[config.mk]
export PLATFORM = sky130hd
export DESIGN_NAME = uart_rx_core
export DESIGN_NICKNAME = d
export VERILOG_FILES = /design/src/rtl/uart_pkg.sv /design/src/rtl/uart_parity_calc.sv /design/src/rtl/uart_rx_core.sv
export SDC_FILE = /design/constraint.sdc
export NUM_CORES = 1
export LEC_CHECK = 0
export BUFFER_PORTS_ARGS = -buffer_cell sky130_fd_sc_hd__buf_4
export CAP_MARGIN = 30
export CORE_MARGIN = 4
export CORE_UTILIZATION = 50
export DETAILED_ROUTE_END_ITERATION = 16
export PLACE_DENSITY = 0.69
export SYNTH_ARGS = -nofsm -noshare
export SYNTH_HDL_FRONTEND = slang
export SYNTH_SLANG_ARGS = --single-unit
[constraint.sdc]
create_clock -name i_clock -period 4.7 [get_ports i_clock]
set_input_delay 0 -clock i_clock [delete_from_list [all_inputs] [get_ports i_clock]]
set_output_delay 0 -clock i_clock [all_outputs]
set_load 0.01 [all_outputs]
[src/rtl/uart_pkg.sv]
// Shared UART definitions: receiver/transmitter state encoding and oversampling constants.
package uart_pkg;

    typedef enum logic [2:0] {
        IDLE,
        START,
        DATA,
        PARITY,
        STOP
    } uart_state_e;

    localparam int         OVERSAMPLE = 16;
    localparam logic [3:0] MID_SAMPLE = 4'd7;
    localparam logic [3:0] LAST_TICK  = 4'(OVERSAMPLE - 1);

endpackage

[src/rtl/uart_parity_calc.sv]
// Parity generator over an N_DATA-bit word; o_parity is the bit a transmitter would
// append so that the frame meets the selected even (1) or odd (0) parity.
module uart_parity_calc #(
    parameter int N_DATA          = 8,
    parameter int EVEN_ODD_PARITY = 1
) (
    input  logic [N_DATA-1:0] i_data,
    output logic              o_parity
);

    assign o_parity = (EVEN_ODD_PARITY != 0) ? (^i_data) : (~^i_data);

endmodule

[src/rtl/uart_rx_core.sv]
// 16x oversampled UART receiver: LSB-first data, optional raw parity bit, M_STOP stop bits.
// Define UART_RX_ERR_FLAGS_EN to add registered o_parity_err / o_frame_err outputs.
module uart_rx_core
    import uart_pkg::*;
#(
    parameter int NB_DATA         = 1,
    parameter int N_DATA          = 8,
    parameter int LOG2_N_DATA     = 4,
    parameter int PARITY_CHECK    = 1,
    parameter int EVEN_ODD_PARITY = 1,
    parameter int M_STOP          = 1,
    parameter int LOG2_M_STOP     = 1
) (
    input  logic                           i_clock,
    input  logic                           i_reset,
    input  logic [NB_DATA-1:0]             i_data,
    input  logic                           i_valid,
    output logic [N_DATA+PARITY_CHECK-1:0] o_data,
    output logic                           rx_done
`ifdef UART_RX_ERR_FLAGS_EN
    ,
    output logic                           o_parity_err,
    output logic                           o_frame_err
`endif
);

    localparam int                     NB_WORD   = N_DATA + PARITY_CHECK;
    localparam logic [LOG2_N_DATA-1:0] LAST_BIT  = LOG2_N_DATA'(N_DATA - 1);
    localparam logic [LOG2_M_STOP-1:0] LAST_STOP = LOG2_M_STOP'(M_STOP - 1);

    // Reject configurations the counters and shifter cannot represent.
    if (N_DATA < 2 || (2 ** LOG2_N_DATA) <= N_DATA) begin : g_bad_n_data
        $error("uart_rx_core: need N_DATA >= 2 and 2**LOG2_N_DATA > N_DATA");
    end
    if (M_STOP < 1 || (2 ** LOG2_M_STOP) <= M_STOP) begin : g_bad_m_stop
        $error("uart_rx_core: need M_STOP >= 1 and 2**LOG2_M_STOP > M_STOP");
    end
    if (PARITY_CHECK < 0 || PARITY_CHECK > 1 || EVEN_ODD_PARITY < 0 || EVEN_ODD_PARITY > 1) begin : g_bad_parity
        $error("uart_rx_core: PARITY_CHECK and EVEN_ODD_PARITY must be 0 or 1");
    end

    uart_state_e            state_q, state_d;
    logic [3:0]             tick_q, tick_d;
    logic [LOG2_N_DATA-1:0] bit_q, bit_d;
    logic [LOG2_M_STOP-1:0] stop_q, stop_d;
    logic [NB_WORD-1:0]     rx_word_q, rx_word_d;
    logic [NB_WORD-1:0]     o_data_q, o_data_d;
    logic                   done_q, done_d;
    logic                   line;

    assign line = i_data[0];

    // Data bits shift in from the top so the first bit ends in bit 0; parity sits above them.
    always_comb begin
        state_d   = state_q;
        tick_d    = tick_q;
        bit_d     = bit_q;
        stop_d    = stop_q;
        rx_word_d = rx_word_q;
        o_data_d  = o_data_q;
        done_d    = 1'b0;

        if (i_valid) begin
            unique case (state_q)
                IDLE: begin
                    if (!line) begin
                        state_d = START;
                        tick_d  = '0;
                    end
                end
                START: begin
                    if (tick_q == MID_SAMPLE) begin
                        tick_d  = '0;
                        bit_d   = '0;
                        state_d = line ? IDLE : DATA;
                    end else begin
                        tick_d = tick_q + 4'd1;
                    end
                end
                DATA: begin
                    if (tick_q == LAST_TICK) begin
                        tick_d                 = '0;
                        rx_word_d[N_DATA-1:0]  = {line, rx_word_q[N_DATA-1:1]};
                        bit_d                  = bit_q + LOG2_N_DATA'(1);
                        if (bit_q == LAST_BIT) begin
                            stop_d  = '0;
                            state_d = (PARITY_CHECK != 0) ? PARITY : STOP;
                        end
                    end else begin
                        tick_d = tick_q + 4'd1;
                    end
                end
                PARITY: begin
                    if (tick_q == LAST_TICK) begin
                        tick_d = '0;
                        if (PARITY_CHECK != 0) begin
                            rx_word_d[NB_WORD-1] = line;
                        end
                        stop_d  = '0;
                        state_d = STOP;
                    end else begin
                        tick_d = tick_q + 4'd1;
                    end
                end
                STOP: begin
                    if (tick_q == LAST_TICK) begin
                        tick_d = '0;
                        stop_d = stop_q + LOG2_M_STOP'(1);
                        if (stop_q == LAST_STOP) begin
                            o_data_d = rx_word_q;
                            done_d   = 1'b1;
                            state_d  = IDLE;
                        end
                    end else begin
                        tick_d = tick_q + 4'd1;
                    end
                end
                default: begin
                    state_d = IDLE;
                    tick_d  = '0;
                end
            endcase
        end
    end

    always_ff @(posedge i_clock or negedge i_reset) begin
        if (!i_reset) begin
            state_q   <= IDLE;
            tick_q    <= '0;
            bit_q     <= '0;
            stop_q    <= '0;
            rx_word_q <= '0;
            o_data_q  <= '0;
            done_q    <= 1'b0;
        end else begin
            state_q   <= state_d;
            tick_q    <= tick_d;
            bit_q     <= bit_d;
            stop_q    <= stop_d;
            rx_word_q <= rx_word_d;
            o_data_q  <= o_data_d;
            done_q    <= done_d;
        end
    end

    assign o_data  = o_data_q;
    assign rx_done = done_q;

`ifdef UART_RX_ERR_FLAGS_EN
    logic parity_exp;
    logic stop_sample;
    logic stop_bad_q, stop_bad_d;
    logic parity_err_q, parity_err_d;
    logic frame_err_q, frame_err_d;

    uart_parity_calc #(
        .N_DATA         (N_DATA),
        .EVEN_ODD_PARITY(EVEN_ODD_PARITY)
    ) u_parity_calc (
        .i_data  (rx_word_q[N_DATA-1:0]),
        .o_parity(parity_exp)
    );

    assign stop_sample = i_valid && (state_q == STOP) && (tick_q == LAST_TICK);

    // stop_bad remembers a low stop bit from earlier stop slots of the same frame.
    always_comb begin
        stop_bad_d   = stop_bad_q;
        parity_err_d = parity_err_q;
        frame_err_d  = frame_err_q;
        if (done_d) begin
            stop_bad_d   = 1'b0;
            frame_err_d  = stop_bad_q | ~line;
            parity_err_d = (PARITY_CHECK != 0) && (rx_word_q[NB_WORD-1] != parity_exp);
        end else if (stop_sample && !line) begin
            stop_bad_d = 1'b1;
        end
    end

    always_ff @(posedge i_clock or negedge i_reset) begin
        if (!i_reset) begin
            stop_bad_q   <= 1'b0;
            parity_err_q <= 1'b0;
            frame_err_q  <= 1'b0;
        end else begin
            stop_bad_q   <= stop_bad_d;
            parity_err_q <= parity_err_d;
            frame_err_q  <= frame_err_d;
        end
    end

    assign o_parity_err = parity_err_q;
    assign o_frame_err  = frame_err_q;
`endif

endmodule

==> reports/metrics.cfg, run 1 <==
[pwr]
cellLeakagePower_nw = 0.788
power_uw = 661
ir_worst_vdd_v = 0.000282
cellPowerDensity_nw_per_um2 = 409

[sta]
setup_ws_ps = 2530
drv_slew = 0
min_period_ps = 2170
timing.max_slew.rel_slack_pct = 41.0
final_setup_violation_count = 0
skew_ps = 12.8
actual_slew_at_the_worst_max_slew_pin_ps = 881
hold_viol_final = 0
finalSetupTns_ps = 0
timing.hold.ws_ps = 83.8
grt_setup_unrepaired = false
fin_crit_sh_pct = 46.3
maximum_clock_frequency_mhz = 460

[cts]
clk-insertion-delay-late_ps = 320
clkTransAtPathRegs_ps = 100
cts.path.max_buffers = 2
postCtsSetupBuffers = 0
cts.sinks = 31
htree_levels = 2
numCtsBuffers = 5
cts_tree = yes
cts_root_buffer = clkbuf_4

[synth]
synth_seq_cells = 31
post_synth_num_cell_types = 37
post_synth_and_or_nand_nor_area_fraction_pct = 12.8
post-synth-top-area-cell = dfrtp_1
post_synth_fa_ha_maj_area_fraction_pct = 1.74
ys_seq_area_share_pct = 53.8
combinational_family_with_the_most_area_after_synthesis = multiplexers
yosys-top-cells-area = dfrtp_1 54%, mux2_2 14%, nand2_1 2.9%
post_synth_inst_count = 118
syn_nets = 124
synth_compound_area_share_pct = 11.7
syn-mean-instance-area_um2 = 12.2
mappedNetlistArea_um2 = 1440
yosys.area_share.xor_xnor_pct = 1.13
proportion_of_synthesized_area_in_mux_cells_pct = 15.1
synth.yosys.warnings = 0
synth.top_cell.area_share_pct = 53.8

[worst_hold_path]
hold_path_depth = 3
hold_path_class = in2reg

[placement]
place_congestion = 0.782
dpl.hpwl_um = 1790
placement.io_buffers = 13
number_of_cells_after_detailed_placement = 158
place_ws_ps = 2560
place_area_um2 = 1540

[finish]
fin_cells = 167
postLayoutCellArea_um2 = 1620
area_growth_syn_to_layout_pct = 12.2
n_antenna_cell = 0
layout.nets = 142
post_route_cells_drive_above_1_share_pct = 35.3
utilization_pct = 58.6

[drt]
final_antenna_net_count = 0
detail_route.first_pass.iterations = 4
via_per_inst = 5.69
drt_iter0_markers = 29
vias = 950
drt_drc_violations_left = 0
avgRoutedWirePerCell_um = 15.4
wirelength_um = 2570

[global_route]
grt_remaining_overflow = 0
global_route_wire_length_before_repair_um = 4350
groute.usage.overall_pct = 16.1
pin_count_of_the_biggest_net_entering_global_routing = 32
grt_pass1_vias = 976
antenna_found_initial = 0

[floorplanning]
chipHeight_um = 61.7
io-pin-count = 14
fp.dieArea_um2 = 3810
num_rows = 19
fp.dieW_um = 61.7
placeable_area_um2 = 2760
floorplan.initialDensity_pct = 52.3

[critical_path]
timing.critical_path.to_type = flip-flop
setup.worst_path.class = reg2reg
cp-start-kind = flip-flop
worst_r2r_path_depth = 4
cp_max_fo = 15
worstPathRequired_ps = 4900
crit_arrival_ps = 2380

[status]
status = finished, final reports clean

[run]
timing.max_cap.violations = 0

## final timing paths
kind	to	slack, ps	startpoint
max	rx_word_q[1]$_DFFE_PN0P_	2530	state_q[2]$_DFFE_PN0P_
min	tick_q[0]$_DFFE_PN0P_	80	i_valid
max reg2reg	rx_word_q[1]$_DFFE_PN0P_	2530	state_q[2]$_DFFE_PN0P_
min reg2reg	bit_q[3]$_DFFE_PN0P_	480	bit_q[3]$_DFFE_PN0P_
max in group asynchronous	bit_q[0]$_DFFE_PN0P_	4270	i_reset
min in group asynchronous	bit_q[3]$_DFFE_PN0P_	130	i_reset
## report_power, final
group | switching [mW] | internal, mW
logic | 0.0897 | 0.0730
clock network | 0.0852 | 0.0692
registers | 0.0521 | 0.292
## logic make-up after synthesis
group / Yosys count
adder cells (fa/ha/maj): 2
buffers and inverters: 8
flip-flops: 31
AND/OR/NAND/NOR: 34
multiplexers: 19
XOR/XNOR: 1
AO/OA/AOI/OAI: 23
## metal layers
| metal | vias to the layer above | GRT usage [%] | wire length (um) |
|---|---|---|---|
| met5 | - | 0 | 0 |
| li1 | 461 | - | - |
| met2 | 13 | 25.7 | 1260 |
| met1 | 474 | 20.1 | 1190 |
| met4 | 0 | 5.45 | 24 |
| met3 | 2 | 6.20 | 97 |
## cell usage after synthesis, drive strengths merged
| master | instances |
|---|---|
| and2 | 1 |
| or3 | 1 |
| mux2 | 19 |
| o41ai | 3 |
| o211ai | 1 |
| dfrtp | 31 |
| buf | 3 |
| nand2b | 2 |
| or2 | 2 |
| a31oi | 1 |
| nand3b | 2 |
| nand2 | 11 |
| a21oi | 2 |
| o21ai | 7 |
| a2111oi | 1 |
| ha | 2 |
| nor2 | 7 |
| or4 | 1 |
| a21o | 1 |
| a22o | 2 |
| o22ai | 2 |
| xor2 | 1 |
| nor3 | 2 |
| clkbuf | 1 |
| nand3 | 2 |
| nand4 | 1 |
| nor3b | 2 |
| inv | 4 |
| a32oi | 1 |
| o41a | 1 |
| a211oi | 1 |
## flip-flops by register name, summed over array words and instances, names as in the netlist
name       cells
state_q        3
tick_q         4
o_data         9
rx_word_q      9
stop_q         1
bit_q          4
rx_done        1
## timing repair
action	in CTS	in global routing
hold endpoints to repair	34	0
endpoints found under the setup margin	0	0
gates resized for setup	0	0
hold buffers	2	0
## critical path: stages, from the launching register on
cell and delay [ps]:
dfrtp_1 570, nor2_1 230, nand2_1 140, nor2_1 710, mux2_2 420
## area by class of cell
class	instances	area (um^2)
Timing Repair Buffer	15	118
Multi-Input combinational cell	79	613
Inverter	4	15.0
Clock buffer	6	51.3
Sequential cell	31	776
Fill cell	227	1140
Clock inverter	1	5.00
Tap cell	31	38.8
## cells in the final DEF (no fill, tap or decap), types with 2 or more instances in the layout
| cell | netlist | routed |
|---|---|---|
| dfrtp_1 | 31 | 31 |
| mux2_2 | 18 | 18 |
| buf_4 | 1 | 13 |
| nand2_1 | 11 | 11 |
| o21ai_0 | 7 | 7 |
| nor2_1 | 6 | 6 |
| clkbuf_4 | 0 | 5 |
| inv_1 | 4 | 4 |
| o41ai_1 | 3 | 3 |
| nor3b_1 | 2 | 2 |
| nand3b_1 | 2 | 2 |
| nand3_1 | 2 | 2 |
| or2_2 | 2 | 2 |
| nand2b_1 | 2 | 2 |
| o22ai_1 | 2 | 2 |
| a22o_1 | 2 | 2 |
| ha_1 | 2 | 2 |
| dlygate4sd3_1 | 0 | 2 |
Power figures use the tool's default switching activity.
==> run 2: changes to the inputs <==
--- a/config.mk
+++ b/config.mk
@@ -5,6 +5,7 @@
 export SDC_FILE = /design/constraint.sdc
 export NUM_CORES = 1
 export LEC_CHECK = 0
+export ABC_AREA = 1
 export BUFFER_PORTS_ARGS = -buffer_cell sky130_fd_sc_hd__buf_4
 export CAP_MARGIN = 30
 export CORE_MARGIN = 4
==> constraint.sdc (replaced) <==
create_clock -name i_clock -period 2.15 [get_ports i_clock]
set_input_delay 0 -clock i_clock [delete_from_list [all_inputs] [get_ports i_clock]]
set_output_delay 0 -clock i_clock [all_outputs]
set_load 0.01 [all_outputs]
==> run 2 against run 1 <==
Net effect: flip-flop and latch count stayed put; wire length increased by 1.1%; total power increased by 130%; cell count increased by 35%; critical path depth rose by 4; sequential power increased by 99%.
==> reports/metrics.cfg, run 2 <==
[floorplanning]
io-pin-count = 14  ; unchanged
fp.dieW_um = 63.4  ; was 61.7 um
chipHeight_um = 63.4  ; was 61.7 um
fp.dieArea_um2 = 4020  ; was 3810 um^2
num_rows = 19  ; unchanged
placeable_area_um2 = 2850  ; was 2760 um^2
floorplan.initialDensity_pct = 53.7  ; was 52.3%

[sta]
final_setup_violation_count = 0  ; unchanged
finalSetupTns_ps = 0  ; unchanged
maximum_clock_frequency_mhz = 707  ; was 460 MHz
min_period_ps = 1410  ; was 2170 ps
actual_slew_at_the_worst_max_slew_pin_ps = 382  ; was 881 ps
hold_viol_final = 0  ; unchanged
skew_ps = 12.7  ; was 12.8 ps
grt_setup_unrepaired = false  ; unchanged
fin_crit_sh_pct = 65.8  ; was 46.3%
drv_slew = 0  ; unchanged
timing.hold.ws_ps = 66.7  ; was 83.8 ps
timing.max_slew.rel_slack_pct = 74.5  ; was 41.0%

[synth]
synth.cells.most_frequent = 57 x nand2_1, 31 x dfrtp_1, 16 x inv_1, 16 x o21ai_2, 12 x nor2_1  ; was 31 x dfrtp_1, 18 x mux2_2, 11 x nand2_1
ys_async_sr_fraction_pct = 100  ; unchanged
yosys-top-cells-area = dfrtp_1 51%, nand2_1 14%, o21ai_2 9.1%  ; was dfrtp_1 54%, mux2_2 14%, nand2_1 2.9%
synthFlopType = dfrtp_1  ; unchanged
syn_nets = 179  ; was 124
synth.yosys.warnings = 0  ; unchanged
synth.top_cell.area_share_pct = 50.6  ; was 53.8%
synth_seq_cells = 31  ; unchanged
mappedNetlistArea_um2 = 1530  ; was 1440 um^2
post-synth-top-area-cell = dfrtp_1  ; unchanged
syn-mean-instance-area_um2 = 8.86  ; was 12.2 um^2
post_synth_num_cell_types = 23  ; was 37
ys_seq_area_share_pct = 50.6  ; was 53.8%
synth_edf_count = 0  ; unchanged
post_synth_inst_count = 173  ; was 118
yosys.cell_count.top_type = nand2_1  ; was dfrtp_1

[pwr]
cellPowerDensity_nw_per_um2 = 861  ; was 409 nW/um^2
power.share.combinational_pct = 23.6  ; was 24.6%
p_sw_uw = 497  ; was 227 uW
cellLeakagePower_nw = 0.920  ; was 0.788 nW
power.share.clock_pct = 31.2  ; was 23.4%
switching_share_pct = 32.9  ; was 34.3%
ir_worst_vdd_v = 0.000465  ; was 0.000282 V
fraction_of_power_consumed_by_sequential_logic_pct = 45.2  ; was 52.0%
internal_power_mw = 1.01  ; was 434 uW

[critical_path]
cp-start-kind = flip-flop  ; unchanged
worstPathRequired_ps = 2360  ; was 4900 ps
timing.critical_path.to_type = flip-flop  ; unchanged
setup.worst_path.class = reg2reg  ; unchanged
crit_arrival_ps = 1630  ; was 2380 ps
cp_max_fo = 4  ; was 15

[drt]
wirelength_um = 2600  ; was 2570 um
avgRoutedWirePerCell_um = 11.5  ; was 15.4 um
final_antenna_net_count = 0  ; unchanged
drt_drc_violations_left = 0  ; unchanged
via_per_inst = 5.15  ; was 5.69
drt_iter0_markers = 43  ; was 29
detail_route.first_pass.iterations = 4  ; unchanged
vias = 1159  ; was 950

[placement]
place_congestion = 0.763  ; was 0.782
dpl.hpwl_um = 1950  ; was 1790 um
number_of_cells_after_detailed_placement = 215  ; was 158
place_area_um2 = 1650  ; was 1540 um^2
placement.io_buffers = 13  ; unchanged

[cts]
cts.path.max_buffers = 2  ; unchanged
cts.sinks = 31  ; unchanged
cts_tree = yes  ; unchanged
numCtsBuffers = 5  ; unchanged
htree_levels = 2  ; unchanged
clkTransAtPathRegs_ps = 100  ; about the same
postCtsResizedCells = 0  ; unchanged
cts_root_buffer = clkbuf_4  ; unchanged
clk-insertion-delay-late_ps = 320  ; about the same

[global_route]
groute.usage.overall_pct = 15.1  ; was 16.1%
pin_count_of_the_biggest_net_entering_global_routing = 32  ; unchanged
antenna_found_initial = 0  ; unchanged
grt_remaining_overflow = 0  ; unchanged
global_route_wire_length_before_repair_um = 4790  ; was 4350 um
grt_pass1_vias = 1094  ; was 976

[finish]
area_growth_syn_to_layout_pct = 14.4  ; was 12.2%
post_route_cells_drive_above_1_share_pct = 25.8  ; was 35.3%
layout.nets = 199  ; was 142
postLayoutCellArea_um2 = 1750  ; was 1620 um^2
mostFrequentLayoutCell = nand2_1  ; was dfrtp_1
num-fill-cells = 267  ; was 227
layout_common_cells = 57 x nand2_1, 31 x dfrtp_1, 16 x inv_1, 16 x o21ai_2, 13 x buf_4  ; was 31 x dfrtp_1, 18 x mux2_2, 13 x buf_4
fin_cells = 225  ; was 167
n_antenna_cell = 0  ; unchanged

[worst_hold_path]
hold_path_class = in2reg  ; unchanged

[status]
status = finished, final reports clean  ; unchanged

[run]
timing.max_cap.violations = 0  ; unchanged

-- run 2: per-stage QoR --
stage | setup slack, ps | utilization (%) | total power [mW]
after detailed placement | 748 | 57.7 | 1.04
after CTS | 720 | 61.4 | 1.53
after global placement | 772 | 57.7 | 1.03
final | 735 | 61.4 | 1.51
after floorplan | 828 | - | 0.959
after global routing | 583 | 61.4 | 1.63
-- run 2: logic make-up after synthesis --
group,count (synthesis),share of synthesized area [%]
xor+xnor,2,1.14
fa+ha+maj,2,1.63
flops,31,50.6
buf+inv,19,5.63
simple gates,94,28.8
compound gates,25,12.2
-- run 2: power by group through the flow --
stage | registers (mW) | clock network [mW] | logic, mW
6_report | 0.683 | 0.471 | 0.357
5_1_grt | 0.688 | 0.521 | 0.422
4_1_cts | 0.682 | 0.486 | 0.358
3_5_place_dp | 0.693 | 0 | 0.351
3_3_place_gp | 0.691 | 0 | 0.341
2_1_floorplan | 0.681 | 0 | 0.278
-- run 2: worst max-delay path, stage by stage (launching register included) --
cell and delay [ps]:
dfrtp_1 390, ha_1 240, nand2_1 90, nor2_1 90
nor2_1 60, nor2_2 150, nand3_1 150, nand2_1 90
nand2_1 60
-- run 2: worst paths after layout --
kind                                     startpoint                        to  slack [ps]  cells after the start
max in group asynchronous                   i_reset  rx_word_q[4]$_DFFE_PN0P_        1720                      2
setup / recovery              tick_q[0]$_DFFE_PN0P_    state_q[1]$_DFFE_PN0P_         740                      8
hold reg to reg            rx_word_q[0]$_DFFE_PN0P_     o_data[0]$_DFFE_PN0P_         480                      2
min in group asynchronous                   i_reset        stop_q$_DFFE_PN0P_         140                      2
hold / removal                              i_valid    state_q[1]$_DFFE_PN0P_          70                      5
setup reg to reg              tick_q[0]$_DFFE_PN0P_    state_q[1]$_DFFE_PN0P_         740                      8
-- run 2: area by class of cell --
| cell class | instances | area [um^2] | share of cell area, % |
|---|---|---|---|
| clock buffers | 6 | 51.3 | 2.93 |
| clock inverters | 2 | 35.0 | 2.00 |
| inverters | 17 | 63.8 | 3.64 |
| multi-input cells | 123 | 671 | 38.3 |
| flip-flops and latches | 31 | 776 | 44.3 |
| well taps | 31 | 38.8 | 2.21 |
| repair buffers | 15 | 118 | 6.71 |
-- run 2: routing by layer --
metal,GRT usage [%],wire [um],up-vias
met3,5.33,132,4
met1,20.0,1270,535
met4,4.85,27,0
li1,-,-,596
met2,22.9,1160,24
met5,0,0,-
-- run 2: repair_timing --
action,4_1_cts,5_1_grt
hold endpoints to repair,34,0
hold buffers,2,0
buffers inserted,0,0
==> run 3: changes to the inputs <==
--- a/config.mk
+++ b/config.mk
@@ -11,7 +11,7 @@
 export CORE_MARGIN = 4
 export CORE_UTILIZATION = 50
 export DETAILED_ROUTE_END_ITERATION = 16
-export PLACE_DENSITY = 0.69
+export PLACE_DENSITY = 0.72
 export SYNTH_ARGS = -nofsm -noshare
 export SYNTH_HDL_FRONTEND = slang
 export SYNTH_SLANG_ARGS = --single-unit
==> constraint.sdc (replaced) <==
create_clock -name i_clock -period 1.3 [get_ports i_clock]
set_input_delay 0 -clock i_clock [delete_from_list [all_inputs] [get_ports i_clock]]
set_output_delay 0 -clock i_clock [all_outputs]
set_load 0.01 [all_outputs]
==> run 3 against run 2 <==
Net effect: the run now ends with setup timing left; cell count rose by 8.9%; first-iteration DRC count increased by 47%; maximum frequency grew 4.9%.
==> reports/metrics.cfg, run 3 (synthesis results as in run 2) <==
[sta]
finalSetupTns_ps = -598  ; was 0 ps
setup_ws_ps = -49.3  ; was 735 ps
min_period_ps = 1350  ; was 1410 ps
grt_setup_unrepaired = true  ; was false
actual_slew_at_the_worst_max_slew_pin_ps = 392  ; was 382 ps
fin_crit_sh_pct = 104  ; was 65.8%
maximum_clock_frequency_mhz = 741  ; was 707 MHz
skew_ps = 12.0  ; was 12.7 ps
timing.max_slew.rel_slack_pct = 73.9  ; was 74.5%
drv_slew = 0  ; unchanged
final_setup_violation_count = 22  ; was 0
hold_viol_final = 0  ; unchanged

[critical_path]
worst_r2r_path_depth = 6  ; was 8
critPathBufInv = 0  ; unchanged
r2r_setup_slack_ps = -50  ; was 740 ps
cp-start-kind = flip-flop  ; unchanged
worstReg2RegEnd = rx_word_q[2]$_DFFE_PN0P_  ; was state_q[1]$_DFFE_PN0P_
crit_arrival_ps = 1570  ; was 1630 ps
timing.critical_path.to_type = flip-flop  ; unchanged
critPathTopFamily = simple AND/OR/NAND/NOR gates  ; unchanged
setup.worst_path.class = reg2reg  ; unchanged
cp_max_fo = 16  ; was 4
cpPeakStageDelay_ps = 410  ; was 390 ps
cell_with_the_biggest_individual_delay_on_the_critical_path = dfrtp_1  ; unchanged
worstPathRequired_ps = 1520  ; was 2360 ps
worst_r2r_startpoint = tick_q[1]$_DFFE_PN0P_  ; was tick_q[0]$_DFFE_PN0P_
cp_cell_sequence = ha_4, nand3_4, nor2_8, nand2_4, nand2_1, o21ai_2  ; was ha_1, nand2_1, nor2_1, nor2_1, nor2_2, nand3_1, nand2_1, nand2_1

[worst_hold_path]
hold_path_class = in2reg  ; unchanged
holdPathEnd = state_q[1]$_DFFE_PN0P_  ; unchanged
hold_path_depth = 5  ; unchanged
hold_start = i_valid  ; unchanged

[pwr]
cellLeakagePower_nw = 1.01  ; was 0.920 nW
fraction_of_power_consumed_by_sequential_logic_pct = 39.7  ; was 45.2%
p_sw_uw = 983  ; was 497 uW
switching_share_pct = 34.2  ; was 32.9%
internal_power_mw = 1.89  ; was 1.01 mW
ir_worst_vdd_v = 0.00108  ; was 0.000465 V
power.share.combinational_pct = 33.0  ; was 23.6%
power.share.clock_pct = 27.3  ; was 31.2%
cellPowerDensity_nw_per_um2 = 1360  ; was 861 nW/um^2

[floorplanning]
floorplan.initialDensity_pct = 53.7  ; unchanged
fp.dieW_um = 63.4  ; unchanged
num_rows = 19  ; unchanged
fp.dieArea_um2 = 4020  ; unchanged
placeable_area_um2 = 2850  ; unchanged
io-pin-count = 14  ; unchanged
chipHeight_um = 63.4  ; unchanged

[finish]
n_antenna_cell = 0  ; unchanged
layout.nets = 219  ; was 199
fin_cells = 245  ; was 225
area_growth_syn_to_layout_pct = 37.6  ; was 14.4%
layout_common_cells = 42 x nand2_1, 30 x buf_4, 28 x dfrtp_1  ; was 57 x nand2_1, 31 x dfrtp_1, 16 x inv_1, 16 x o21ai_2, 13 x buf_4
post_route_cells_drive_above_1_share_pct = 47.2  ; was 25.8%
mostFrequentLayoutCell = nand2_1  ; unchanged

[drt]
via_per_inst = 5.28  ; was 5.15
final_antenna_net_count = 0  ; unchanged
vias = 1293  ; was 1159
wirelength_um = 3430  ; was 2600 um
drt_iter0_markers = 63  ; was 43
detail_route.first_pass.iterations = 4  ; unchanged
avgRoutedWirePerCell_um = 14.0  ; was 11.5 um
drt_drc_violations_left = 0  ; unchanged

[cts]
cts.path.max_buffers = 2  ; unchanged
cts_tree = yes  ; unchanged
numCtsBuffers = 5  ; unchanged
clk-insertion-delay-late_ps = 330  ; was 320 ps
cts_root_buffer = clkbuf_4  ; unchanged
htree_levels = 2  ; unchanged
cts.sinks = 31  ; unchanged
clkTransAtPathRegs_ps = 100  ; about the same

[global_route]
pin_count_of_the_biggest_net_entering_global_routing = 32  ; unchanged
grt_pass1_vias = 1329  ; was 1094
groute.usage.overall_pct = 19.4  ; was 15.1%
global_route_wire_length_before_repair_um = 6110  ; was 4790 um
grt_remaining_overflow = 0  ; unchanged
antenna_found_initial = 0  ; unchanged

[placement]
dpl.hpwl_um = 2040  ; was 1950 um
number_of_cells_after_detailed_placement = 223  ; was 215
place_congestion = 0.851  ; was 0.763
placement.io_buffers = 13  ; unchanged

[status]
status = finished with violations  ; was finished, final reports clean
violated_checks = setup timing

[run]
timing.max_cap.violations = 0  ; unchanged

run 3: cell count changes in the layout (fill, tap and decap cells not counted), sizes merged:
cell | previous run | this run
buf | 13 | 31
nand2 | 60 | 62
run 3: timing repair:
action / CTS / global route
endpoints found under the setup margin: 26 / 29
cloned: 2 / 0
resized for setup: 23 / 26
hold endpoints to repair: 34 / 0
hold buffers: 2 / 0
setup buffers: 7 / 3
pin swaps: 8 / 10
run 3: per-stage QoR:
step	utilization, %	cell area [um^2]	total power, mW	hold WS (ps)	setup WS, ps
6_report	73.9	2110	2.87	30.0	-49.3
5_1_grt	73.9	2110	3.08	28.3	-118
4_1_cts	69.8	1990	2.75	13.9	-61.5
3_5_place_dp	60.3	1720	1.88	-45.6	-52.8
3_3_place_gp	60.3	1720	1.84	-48.4	-0.692
2_1_floorplan	-	1550	1.61	-296	1.33
run 3: worst max-delay path by stage:
stage,from,end,slack [ps],cells after the start
2_1_floorplan,tick_q[1]$_DFFE_PN0P_,o_data[7]$_DFFE_PN0P_,1,7
3_3_place_gp,tick_q[1]$_DFFE_PN0P_,o_data[8]$_DFFE_PN0P_,-0.7,7
3_5_place_dp,tick_q[0]$_DFFE_PN0P_,o_data[8]$_DFFE_PN0P_,-50,7
4_1_cts,tick_q[0]$_DFFE_PN0P_,state_q[0]$_DFFE_PN0P_,-60,8
5_1_grt,tick_q[1]$_DFFE_PN0P_,rx_word_q[2]$_DFFE_PN0P_,-120,6
6_report,tick_q[1]$_DFFE_PN0P_,rx_word_q[2]$_DFFE_PN0P_,-50,6
run 3: metal layers:
metal	track usage (%)	part of all wire, %	routed length [um]	up-vias
li1	-	-	-	635
met1	23.5	41	1420	623
met2	33.1	53	1810	26
met3	4.44	4.0	138	9
met4	7.82	1.8	61	0
met5	0	0	0	-
run 3: power by group through the flow:
stage          sequential, mW  clock, mW  combinational (mW)
6_report                 1.14      0.785               0.949
5_1_grt                  1.15      0.868                1.06
4_1_cts                  1.13      0.803               0.814
3_5_place_dp             1.15          0               0.730
3_3_place_gp             1.14          0               0.706
2_1_floorplan            1.14          0               0.469
run 3: layout make-up:
cell class / instances / area [um^2]
clock buffers: 6 / 51.3
clock inverters: 2 / 35.0
fillers: 207 / 743
inverters: 17 / 68.8
multi-input cells: 125 / 871
flip-flops and latches: 31 / 779
well taps: 31 / 38.8
repair buffers: 33 / 265
run 3: worst min-delay path: cells and delay by family:
kind                   cells  cell delay, ps
AND/OR/NAND/NOR            4             220
buffers and inverters      1             120
